===== src/rtl/dmi_arbiter.sv =====
// DMI arbiter: shares the Debug Module's single DMI port between the JTAG DTM
// (port 0) and a secondary debug transport (port 1). One transaction in
// flight, round-robin grant, response routed back to its issuer, and a
// watchdog that synthesises a DTM_ERR response if the DM never answers.
module dmi_arbiter #(
    parameter int TIMEOUT_CYCLES = 1024,
    parameter int CNT_W          = 11
) (
    input  logic        clk_i,
    input  logic        rst_i,
    input  logic        clear_i,
    input  logic [40:0] req0_i,
    input  logic        req0_valid_i,
    output logic        req0_ready_o,
    output logic [33:0] resp0_o,
    output logic        resp0_valid_o,
    input  logic        resp0_ready_i,
    input  logic [40:0] req1_i,
    input  logic        req1_valid_i,
    output logic        req1_ready_o,
    output logic [33:0] resp1_o,
    output logic        resp1_valid_o,
    input  logic        resp1_ready_i,
    output logic [40:0] dm_req_o,
    output logic        dm_req_valid_o,
    input  logic        dm_req_ready_i,
    input  logic [33:0] dm_resp_i,
    input  logic        dm_resp_valid_i,
    output logic        dm_resp_ready_o,
    output logic [1:0]  owner_o,
    output logic        timeout_o
);

    localparam logic [1:0]       LP_DTM_ERR  = 2'h2;
    localparam logic             LP_WD_EN    = (TIMEOUT_CYCLES != 0);
    localparam logic [CNT_W-1:0] LP_CNT_LAST = CNT_W'((TIMEOUT_CYCLES == 0) ? 0 : TIMEOUT_CYCLES - 1);

    typedef enum logic [1:0] {
        ST_IDLE,
        ST_ISSUE,
        ST_WAIT_RESP,
        ST_RETURN
    } state_t;

    state_t             r_state;
    state_t             w_state_nxt;
    logic [1:0]         r_owner;
    logic               r_last;
    logic [40:0]        r_req;
    logic [33:0]        r_resp;
    logic [CNT_W-1:0]   r_cnt;

    logic w_block;
    logic w_grant0;
    logic w_grant1;
    logic w_accept;
    logic w_take_resp;
    logic w_count;
    logic w_done;

    // Reset and clear both suppress every handshake in the cycle they are seen.
    assign w_block  = rst_i | clear_i;
    assign dm_req_o = r_req;
    assign owner_o  = r_owner;
    assign resp0_o  = (r_state == ST_RETURN && r_owner[0]) ? r_resp : '0;
    assign resp1_o  = (r_state == ST_RETURN && r_owner[1]) ? r_resp : '0;

    // Next-state logic and all handshake outputs, decoded from the current state.
    always_comb begin
        w_state_nxt     = r_state;
        req0_ready_o    = 1'b0;
        req1_ready_o    = 1'b0;
        dm_req_valid_o  = 1'b0;
        dm_resp_ready_o = 1'b0;
        resp0_valid_o   = 1'b0;
        resp1_valid_o   = 1'b0;
        timeout_o       = 1'b0;
        w_grant0        = 1'b0;
        w_grant1        = 1'b0;
        w_accept        = 1'b0;
        w_take_resp     = 1'b0;
        w_count         = 1'b0;
        w_done          = 1'b0;
        if (!w_block) begin
            case (r_state)
                ST_IDLE: begin
                    // On a tie the port that was not served last wins.
                    w_grant1     = req1_valid_i & (~req0_valid_i | ~r_last);
                    w_grant0     = req0_valid_i & ~w_grant1;
                    req0_ready_o = w_grant0;
                    req1_ready_o = w_grant1;
                    if (w_grant0 || w_grant1) begin
                        w_state_nxt = ST_ISSUE;
                    end
                end
                ST_ISSUE: begin
                    dm_req_valid_o = 1'b1;
                    if (dm_req_ready_i) begin
                        w_accept    = 1'b1;
                        w_state_nxt = ST_WAIT_RESP;
                    end
                end
                ST_WAIT_RESP: begin
                    dm_resp_ready_o = 1'b1;
                    if (dm_resp_valid_i) begin
                        w_take_resp = 1'b1;
                        w_state_nxt = ST_RETURN;
                    end else if (LP_WD_EN && r_cnt == LP_CNT_LAST) begin
                        timeout_o   = 1'b1;
                        w_state_nxt = ST_RETURN;
                    end else begin
                        w_count = 1'b1;
                    end
                end
                ST_RETURN: begin
                    resp0_valid_o = r_owner[0];
                    resp1_valid_o = r_owner[1];
                    if ((r_owner[0] && resp0_ready_i) || (r_owner[1] && resp1_ready_i)) begin
                        w_done      = 1'b1;
                        w_state_nxt = ST_IDLE;
                    end
                end
                default: w_state_nxt = ST_IDLE;
            endcase
        end
    end

    // State register; reset and clear both abort to IDLE.
    always_ff @(posedge clk_i) begin
        if (rst_i || clear_i) begin
            r_state <= ST_IDLE;
        end else begin
            r_state <= w_state_nxt;
        end
    end

    // Transaction registers: owner, round-robin pointer, latched request/response, watchdog.
    always_ff @(posedge clk_i) begin
        if (rst_i) begin
            r_owner <= 2'b00;
            r_last  <= 1'b1;
            r_req   <= '0;
            r_resp  <= '0;
            r_cnt   <= '0;
        end else if (clear_i) begin
            r_owner <= 2'b00;
            r_req   <= '0;
            r_resp  <= '0;
            r_cnt   <= '0;
        end else begin
            if (w_grant0 || w_grant1) begin
                r_req   <= w_grant1 ? req1_i : req0_i;
                r_owner <= {w_grant1, w_grant0};
                r_last  <= w_grant1;
            end
            if (w_accept) begin
                r_cnt <= '0;
            end
            if (w_count) begin
                r_cnt <= r_cnt + 1'b1;
            end
            if (w_take_resp) begin
                r_resp <= dm_resp_i;
            end else if (timeout_o) begin
                r_resp <= {32'hDEADBEEF, LP_DTM_ERR};
            end
            if (w_done) begin
                r_owner <= 2'b00;
            end
        end
    end

endmodule


===== config.mk =====
export PLATFORM = sky130hd
export DESIGN_NAME = dmi_arbiter
export DESIGN_NICKNAME = d
export VERILOG_FILES = /design/src/rtl/dmi_arbiter.sv
export SDC_FILE = /design/constraint.sdc
export NUM_CORES = 1
export LEC_CHECK = 0
export BUFFER_PORTS_ARGS = -buffer_cell sky130_fd_sc_hd__buf_4
export CAP_MARGIN = 10
export CORE_ASPECT_RATIO = 1.2
export CORE_MARGIN = 2
export CORE_UTILIZATION = 48
export DETAILED_ROUTE_END_ITERATION = 7
export PLACE_DENSITY = 0.86
export SLEW_MARGIN = 20
export SYNTH_ARGS = -nofsm -noshare
export SYNTH_HDL_FRONTEND = slang
export SYNTH_SLANG_ARGS = --single-unit

===== constraint.sdc =====
create_clock -name clk_i -period 4.1 [get_ports clk_i]
set_clock_uncertainty 0.2 [all_clocks]
set_input_delay 0.205 -clock clk_i [delete_from_list [all_inputs] [get_ports clk_i]]
set_output_delay 0.205 -clock clk_i [all_outputs]
set_load 0.05 [all_outputs]

# [After elaboration in Yosys (flattened, before gate mapping)]
# Cells that the tools add are included.
[totals] wordCells=81 regBits=91
[op_classes] n_addsub=1 reduce_logical=15 bitwise=9 eq_ne=8 mux=42
[op_table] op="34-bit 2-to-1 mux" n=4
[op_table] op="41-bit 2-to-1 mux" n=1
[op_table] op="1-bit 2-to-1 mux" n=29
[op_table] op="11-bit 2-to-1 mux" n=2
[op_table] op="11-bit by 1-bit adder with 11-bit output, second input constant" n=1
[op_table] op="11-bit by 10-bit equality test with 1-bit output, second input constant" n=1
[op_table] op="2-bit 2-to-1 mux" n=5
[op_table] op="2-bit case mux with 4 select lines" n=1
[op_table] op="1-bit NOT" n=5
[op_table] op="5-bit AND reduction" n=1
[op_table] op="2-bit equality test, second input constant" n=2
[op_table] op="1-bit logical AND" n=4
[op_table] op="1-bit logical OR" n=4
[op_table] op="2-bit != test, second input constant" n=2
[op_table] op="2-bit nonzero test" n=2
[op_table] op="3-bit != test, second input constant" n=1
[op_table] op="3-bit OR reduction" n=1
[op_table] op="1-bit bitwise AND" n=2
[op_table] op="2-bit by 1-bit equality test with 1-bit output, second input constant" n=1
[op_table] op="2-bit logical NOT" n=1
[op_table] op="2-bit by 1-bit != test with 1-bit output, second input constant" n=1
[op_table] op="1-bit OR" n=2
[op_table] op="2-bit AND reduction" n=1
[op_table] op="2-bit OR reduction" n=1

# [Logic depth before layout (Yosys ltp)]
# Gate-level depths: netlist of run 1.
[depth] depth_word=9 depth_mapped=7

# [Least setup slack after synthesis of run 1]
# Ideal clock, no wire load.
[synth_timing] path_kind="register to register" startpoint="register r_state[0]" endpoint="register r_resp[1]" slack_ps=1794 path_buffers=1 setup_time_ps=119 t_arrival_ps=1988 period_less_slack_ps=2306 path_stages_with_launch=7 required_ps=3781 cell_sequence="dfxtp_1 inv_1 ha_1 nor3b_4 nand2_1 clkbuf_1 o221a_1"
[synth_via] elab_chain_len=4 word_cells_on_any_way=7 cone_classes="1 x eq/ne; 5 x mux; 1 x reduce/logical"
[synth_rtl] item="start, declared" line="45" rtl="state_t r_state;"
[synth_rtl] item="start signal, assigned" line="133" rtl="r_state <= w_state_nxt;"
[synth_rtl] item="2-bit equality test (*)" line="85" rtl="case (r_state)"
[synth_rtl] item="1-bit 2-to-1 mux" line="85"
[synth_rtl] item="1-bit 2-to-1 mux" line="84" rtl="if (!w_block) begin"
[synth_rtl] item="34-bit 2-to-1 mux / 2-bit nonzero test (equally long branches)"
[synth_rtl] item="end signal, assigned" line="163" rtl="r_resp <= dm_resp_i;"
[synth_rtl] item="end signal, assigned" line="165" rtl="r_resp <= {32'hDEADBEEF, LP_DTM_ERR};"
[synth_rtl] item="end, declared" line="50" rtl="logic [33:0] r_resp;"
# Mark *: on every way between the ends. The rest lies on a longest branch, timed or not.
# A chain may end at the register's enable or synchronous reset.

# [Worst setup path after layout of run 1]
[layout_timing] startpoint="register r_state[1]" endpoint="register r_req[40], in the netlist dm_req_o[40]"
[layout_via] elab_chain_len=4 word_cells_on_any_way=7 cone_classes="5 x mux; 2 x reduce/logical"
[layout_rtl] item="2-bit logical NOT (*)" line="85"
[layout_rtl] item="1-bit 2-to-1 mux" line="85"
[layout_rtl] item="1-bit 2-to-1 mux" line="84"
[layout_rtl] item="41-bit 2-to-1 mux / 1-bit logical OR (equally long branches)" line="152, 151"
[layout_rtl] item="end signal, assigned" line="152" rtl="r_req <= w_grant1 ? req1_i : req0_i;"
[layout_rtl] item="end, declared" line="49" rtl="logic [40:0] r_req;"
# Marked as above.

==> results of run 1 <==
area by class of cell:
class | count | area, µm² | area share, %
Inverter | 6 | 22.5 | 0.301
Clock buffer | 9 | 124 | 1.66
Sequential cell | 91 | 1820 | 24.4
Clock inverter | 7 | 91.3 | 1.22
Timing Repair Buffer | 367 | 3050 | 40.8
Multi-Input combinational cell | 336 | 2220 | 29.7
Tap cell | 117 | 146 | 1.96
tightest hold or removal path, delay by kind of cell:
family	cells	cell delay, ns
buffers and inverters	1	0.08
AOI/OAI and AO/OA	2	0.26
metal layers:
layer	vias up	wire length, µm	GRT usage [%]
met2	325	8850	62.1
li1	2451	-	-
met1	2504	6800	40.6
met4	0	957	23.4
met5	-	0	0
met3	74	1560	10.2
what timing repair did:
action | in CTS | in global routing
resized for setup | 0 | 0
hold buffers | 118 | 0
hold endpoints to repair | 78 | 0
report_power, final:
group	total, µW	switching (µW)	internal (µW)
Clock	676	333	342
Sequential	905	11.4	894
Combinational	317	140	177
Total	1900	485	1410
flip-flops by register name (all words and copies together) (netlist names):
register	count
r_state	2
r_resp	34
owner_o	2
r_cnt	11
dm_req_o	41
r_last	1
per-stage QoR:
stage                     utilization [%]  total power [µW]  std cells  hold slack (ns)
after global routing                 86.8              1950        933           0.0300
after floorplan                         -              1010        480            0.131
after detailed placement             70.6              1140        799            0.223
final                                86.8              1900        933           0.0213
after CTS                            86.8              1880        933          0.00141
after global placement               70.6              1140        799            0.218
worst max path at each step:
stage	start	endpoint	cells past startpoint
global route	r_state[0]$_SDFFE_PN0P_	dm_req_o[5]$_SDFFE_PN0P_	7
global placement	r_state[0]$_SDFFE_PN0P_	r_resp[27]$_SDFFE_PN0P_	5
floorplan	r_state[0]$_SDFFE_PN0P_	r_resp[1]$_SDFFE_PN0P_	6
finish	r_state[1]$_SDFFE_PN0P_	dm_req_o[40]$_SDFFE_PN0P_	7
detailed placement	owner_o[1]$_SDFFE_PP0P_	r_state[0]$_SDFFE_PN0P_	4
CTS	r_state[1]$_SDFFE_PN0P_	dm_req_o[5]$_SDFFE_PN0P_	7
cells by family after synthesis:
family	after synthesis	synth area share, %
AND/OR/NAND/NOR	165	22.3
AO/OA/AOI/OAI	162	27.2
flip-flops	91	42.6
buffers and inverters	53	5.62
adder cells (fa/ha/maj)	5	1.46
XOR/XNOR	3	0.615
multiplexers	1	0.234
cells in the final DEF (no fill, tap or decap), types with 2 or more instances in the layout:
| master | n |
|---|---|
| a31oi_1 | 4 |
| a22oi_1 | 42 |
| ha_1 | 4 |
| xnor2_1 | 3 |
| inv_1 | 5 |
| a22o_1 | 5 |
| a32o_1 | 9 |
| o21ai_1 | 5 |
| dfxtp_1 | 90 |
| nand3_1 | 7 |
| nand2_1 | 47 |
| o21ai_2 | 10 |
| nor2b_1 | 2 |
| o221a_1 | 13 |
| buf_4 | 249 |
| nor2_1 | 6 |
| and3_1 | 71 |
| clkbuf_8 | 9 |
| nor3_1 | 3 |
| clkinv_2 | 3 |
| nor2_2 | 10 |
| o21ai_0 | 3 |
| dlygate4sd3_1 | 118 |
| a21oi_1 | 57 |
| bufinv_16 | 2 |
| and2_1 | 3 |
==> reports/results.ini, run 1 <==
[yosys]
yosysMostFrequentCell=dfxtp_1
ys.flop_type=dfxtp_1
seq_area_frac_synth_pct=42.6
synth_area_um2=4280
netlist_top_cells_count=91 x dfxtp_1, 71 x and3_1, 57 x a21oi_1, 47 x nand2_1, 42 x a22oi_1
syn-instance-count=480
synth_nets=610
yosysUniqueCellTypes=59
netlist.area_leader.share_pct=42.6
synth_top_cell_by_area=dfxtp_1
synth_area_per_cell_um2=8.91
ys_seq_elements=91
synth_edf_count=0
synthArstFlopShare_pct=0
synth_warnings=0
synth_area_leaders=dfxtp_1 43%, and3_1 10%, a22oi_1 7.4%

[floorplan]
dieArea_um2=9680
row_count=37
start_util_pct=49.7
die_h_um=107
num_io_pins=243
die_w_um=90.2
core-area_um2=8610

[timing]
setup_viol=0
worst_slew_pin_slew_ns=1.08
period_needed_ns=3.15
hold_violations=0
rsz0062_at_grt=false
final_max_slew_viol_count=0
final.setup.tns_ns=0
fin_ws_ns=0.951
period_share_pct=76.8
max_freq_mhz=318
worst_slew_margin_rel_pct=27.7

[drt]
routed_via_density=5.74
avgRoutedWirePerCell_um=19.5
ant_nets=0
routed_wl_um=18200
route.detailed.drc=0
first_pass_iters=8
via_count=5354
drt_iter0_drc=333

[pwr]
power_density_nw_per_um2=254
vdd_drop_max_uv=209
leakage_uw=0.00335

[critical_path]
crit_family=buffers and inverters
cp-end-kind=flop
reg2reg_depth=7
reg2reg_slack_ns=0.95
critPathArrivalTime_ns=3.25
crit_chain=inv_1 -> ha_1 -> and4b_1 -> buf_4 -> a22oi_1 -> dlygate4sd3_1 -> a21oi_1
worstSetupStartpointType=flop
cp.buffers_inverters=3
cp.required_ns=4.20
path_class=reg -> reg
crit_fanout=27
crit_path_top_delay_cell=and4b_1
max_stage_delay_ns=0.95
r2r_end=dm_req_o[40]$_SDFFE_PN0P_
worstReg2RegStart=r_state[1]$_SDFFE_PN0P_

[clocking]
cts.htree.levels=3
insertion_delay_ns=0.36
numCtsBuffers=9
clock-sinks=91
root_buffer=clkbuf_8
clock_path_buffers=2
clk_pin_slew_ns=0.09
cts_setup_buffers=0
cts_tree=done

[final_layout]
area_delta_synth_final_pct=74.9
drive_above_1_share_pct=36.4
final_cell_area_um2=7480
nNetsFinal=941
fillers=423
antenna_cells=0

[min_path]
whs_endpoint=dm_req_o[22]$_SDFFE_PN0P_
hold_path.class=in -> reg
min_from=req1_i[22]
holdPathStages=3

[placed_design]
hpwl_um=10200
pre_cts_ws_ns=1.58
place.gp.congestion=0.892
io_buffers=242
post_dp_cell_area_um2=6080

[outcome]
status=completed

[job]
max-cap-violations=0

[grt]
grt_pass1_wl_um=28100
grt_max_degree=73
grt_antenna_before_repair=0
grt-ovfl-total=0
grt.total_usage_pct=36.6
grt_pass1_vias=5501

(Power assumes the default switching activity.)
==> inputs of run 2 (changes only) <==
CORE_UTILIZATION = 40   (was 48)
PLACE_DENSITY = 0.77   (was 0.86)
clock period = 2.65 ns   (was 4.1 ns; I/O delays follow)
==> run 2 against run 1 <==
  * Sequential cell count unchanged
  * Cell area up 2.1%
  * Global-route usage down 9.1 points
  * Sequential power up 54%
  * Combinational power up 56%
  * Highest routed layer unchanged
==> reports/results.ini, run 2 (synthesized netlist as in run 1, its figures left out) <==
[critical_path]
crit_fanout=44  ; +63%
path_class=in -> reg
crit_path_top_delay_cell=dlygate4sd3_1
cp-end-kind=flop
r2r_end=dm_req_o[25]$_SDFFE_PN0P_
crit_family=buffers and inverters
worstSetupStartpointType=input pin
max_stage_delay_ns=0.61  ; -0.34 ns
cp.buffers_inverters=4  ; +1
critPathArrivalTime_ns=2.46  ; -0.79 ns
reg2reg_depth=7  ; unchanged
crit_chain=dlygate4sd3_1 -> buf_4 -> a21boi_1 -> and4b_1 -> buf_6 -> a22oi_1 -> dlygate4sd3_1 -> a21oi_1
worstReg2RegStart=r_state[0]$_SDFFE_PN0P_
cp.required_ns=2.65  ; -1.55 ns
crit_path_frequent_cell=dlygate4sd3_1
reg2reg_slack_ns=0.20  ; -0.75 ns

[timing]
hold_violations=0  ; unchanged
final.setup.tns_ns=0  ; unchanged
final_max_slew_viol_count=0  ; unchanged
setup_viol=0  ; unchanged
period_needed_ns=2.46
worst_slew_pin_slew_ns=0.698  ; -0.386 ns
rsz0062_at_grt=false
period_share_pct=93.0
max_freq_mhz=406
worst_slew_margin_rel_pct=53.2  ; +25 points

[placed_design]
place.gp.congestion=0.824  ; -7.7%
post_dp_cell_area_um2=6130  ; +0.91%
hpwl_um=10200  ; about the same
io_buffers=242  ; unchanged
dp_cells=815  ; +2.0%

[final_layout]
nNetsFinal=946  ; +0.53%
stdcell_count=950  ; +1.8%
largest_reg_flops=41  ; unchanged
regArea_um2=1820  ; about the same
antenna_cells=0  ; unchanged
fillers=696  ; +65%
fin_util_pct=72.9  ; -14 points
area_delta_synth_final_pct=78.5
drive_above_1_share_pct=36.3  ; -0.10 points
multi_input_area_um2=2220  ; -0.11%
final_cell_mix=251 x buf_4, 119 x dlygate4sd3_1, 91 x dfxtp_1
final_cell_area_um2=7630  ; +2.1%
final_common_cell=buf_4

[clocking]
cts_tree=done
insertion_delay_ns=0.33  ; -0.03 ns
clk_pin_slew_ns=0.06  ; -0.03 ns
cts.htree.levels=3  ; unchanged
clock_path_buffers=2  ; unchanged
numCtsBuffers=9  ; unchanged
cts_setup_buffers=0  ; unchanged
root_buffer=clkbuf_16
clock-sinks=91  ; unchanged

[grt]
grt-ovfl-total=0  ; unchanged
grt.total_usage_pct=27.6  ; -9.1 points
grt_pass1_vias=5144  ; -6.5%
grt_max_degree=72  ; -1.4%
grt_pass1_wl_um=25600  ; -8.9%
grt_antenna_before_repair=0  ; unchanged

[drt]
route.detailed.drc=0  ; unchanged
avgRoutedWirePerCell_um=17.5  ; -10%
routed_wl_um=16600  ; -8.4%
drt_iter0_drc=280  ; -16%
first_pass_iters=6  ; -2
ant_nets=0  ; unchanged
routed_via_density=5.47  ; -4.7%
via_count=5195  ; -3.0%

[job]
max-cap-violations=0  ; unchanged

[floorplan]
core-area_um2=10500  ; +22%
die_w_um=98.4  ; +9.1%
start_util_pct=40.9  ; -8.8 points
dieArea_um2=11500  ; +19%
row_count=41  ; +11%
num_io_pins=243  ; unchanged
die_h_um=117  ; +9.2%

[min_path]
holdPathStages=4  ; +1
whs_endpoint=owner_o[0]$_SDFFE_PP0P_
min_from=resp1_ready_i
hold_path.class=in -> reg

[pwr]
power_density_nw_per_um2=417  ; +64%
leakage_uw=0.00341  ; +1.8%
vdd_drop_max_uv=306  ; +46%

[outcome]
status=completed

run 2: cell types whose count changed in the layout (fill, tap and decap cells not counted), moves of 2 or more:
| cell | before | now |
|---|---|---|
| clkbuf_8 | 9 | 1 |
| clkinv_2 | 3 | 0 |
| buf_4 | 249 | 251 |
| clkbuf_16 | 0 | 9 |
| clkinv_4 | 0 | 2 |
run 2: where the power goes:
group          switching, µW  internal, µW
registers               10.6          1380
logic                    216           277
clock network            532           760
total                    759          2420
run 2: worst reg2reg max path: cells and delay by family (launching register included):
| family | cells | cell delay, ns |
|---|---|---|
| buffers and inverters | 3 | 1.02 |
| DFF | 1 | 0.34 |
| AOI/OAI and AO/OA | 2 | 0.34 |
| adders and majority gates | 1 | 0.25 |
| and+or+nand+nor | 1 | 0.23 |
run 2: cell type report:
type	count	share of cell area, %
Timing Repair Buffer	372	40.7
Multi-Input combinational cell	336	29.0
Sequential cell	91	23.9
Clock buffer	11	3.18
Tap cell	129	2.11
Clock inverter	5	0.820
Inverter	6	0.295
run 2: worst max path at each step:
stage                                endpoint  depth (start not counted)                    start
global placement      r_resp[30]$_SDFFE_PN0P_                          5    r_cnt[0]$_SDFFE_PN0P_
finish              dm_req_o[25]$_SDFFE_PN0P_                          8             req0_valid_i
floorplan              r_resp[1]$_SDFFE_PN0P_                          6  r_state[0]$_SDFFE_PN0P_
CTS                  dm_req_o[0]$_SDFFE_PN0P_                          7  r_state[0]$_SDFFE_PN0P_
detailed placement    r_resp[20]$_SDFFE_PN0P_                          5    r_cnt[0]$_SDFFE_PN0P_
global route        dm_req_o[25]$_SDFFE_PN0P_                          7  r_state[0]$_SDFFE_PN0P_
run 2: metrics by stage:
stage	power [µW]	worst slack (ns)	hold slack, ns
6_report	3180	0.186	0.0667
5_1_grt	3300	0.0381	0.0843
4_1_cts	3180	0.231	0.0481
3_5_place_dp	1770	0.486	0.146
3_3_place_gp	1760	0.649	0.142
2_1_floorplan	1570	0.344	0.0583
run 2: routing by layer:
layer	up-vias	share of wire, %	GRT usage [%]
met5	-	0	0
met3	52	8.3	7.72
met2	288	50	47.7
met4	0	3.7	13.5
li1	2459	-	-
met1	2396	38	31.6
run 2: what timing repair did:
action | CTS | global route
gates resized for setup | 0 | 1
endpoints found under the hold margin | 79 | 0
endpoints found under the setup margin | 0 | 10
hold buffers | 119 | 0
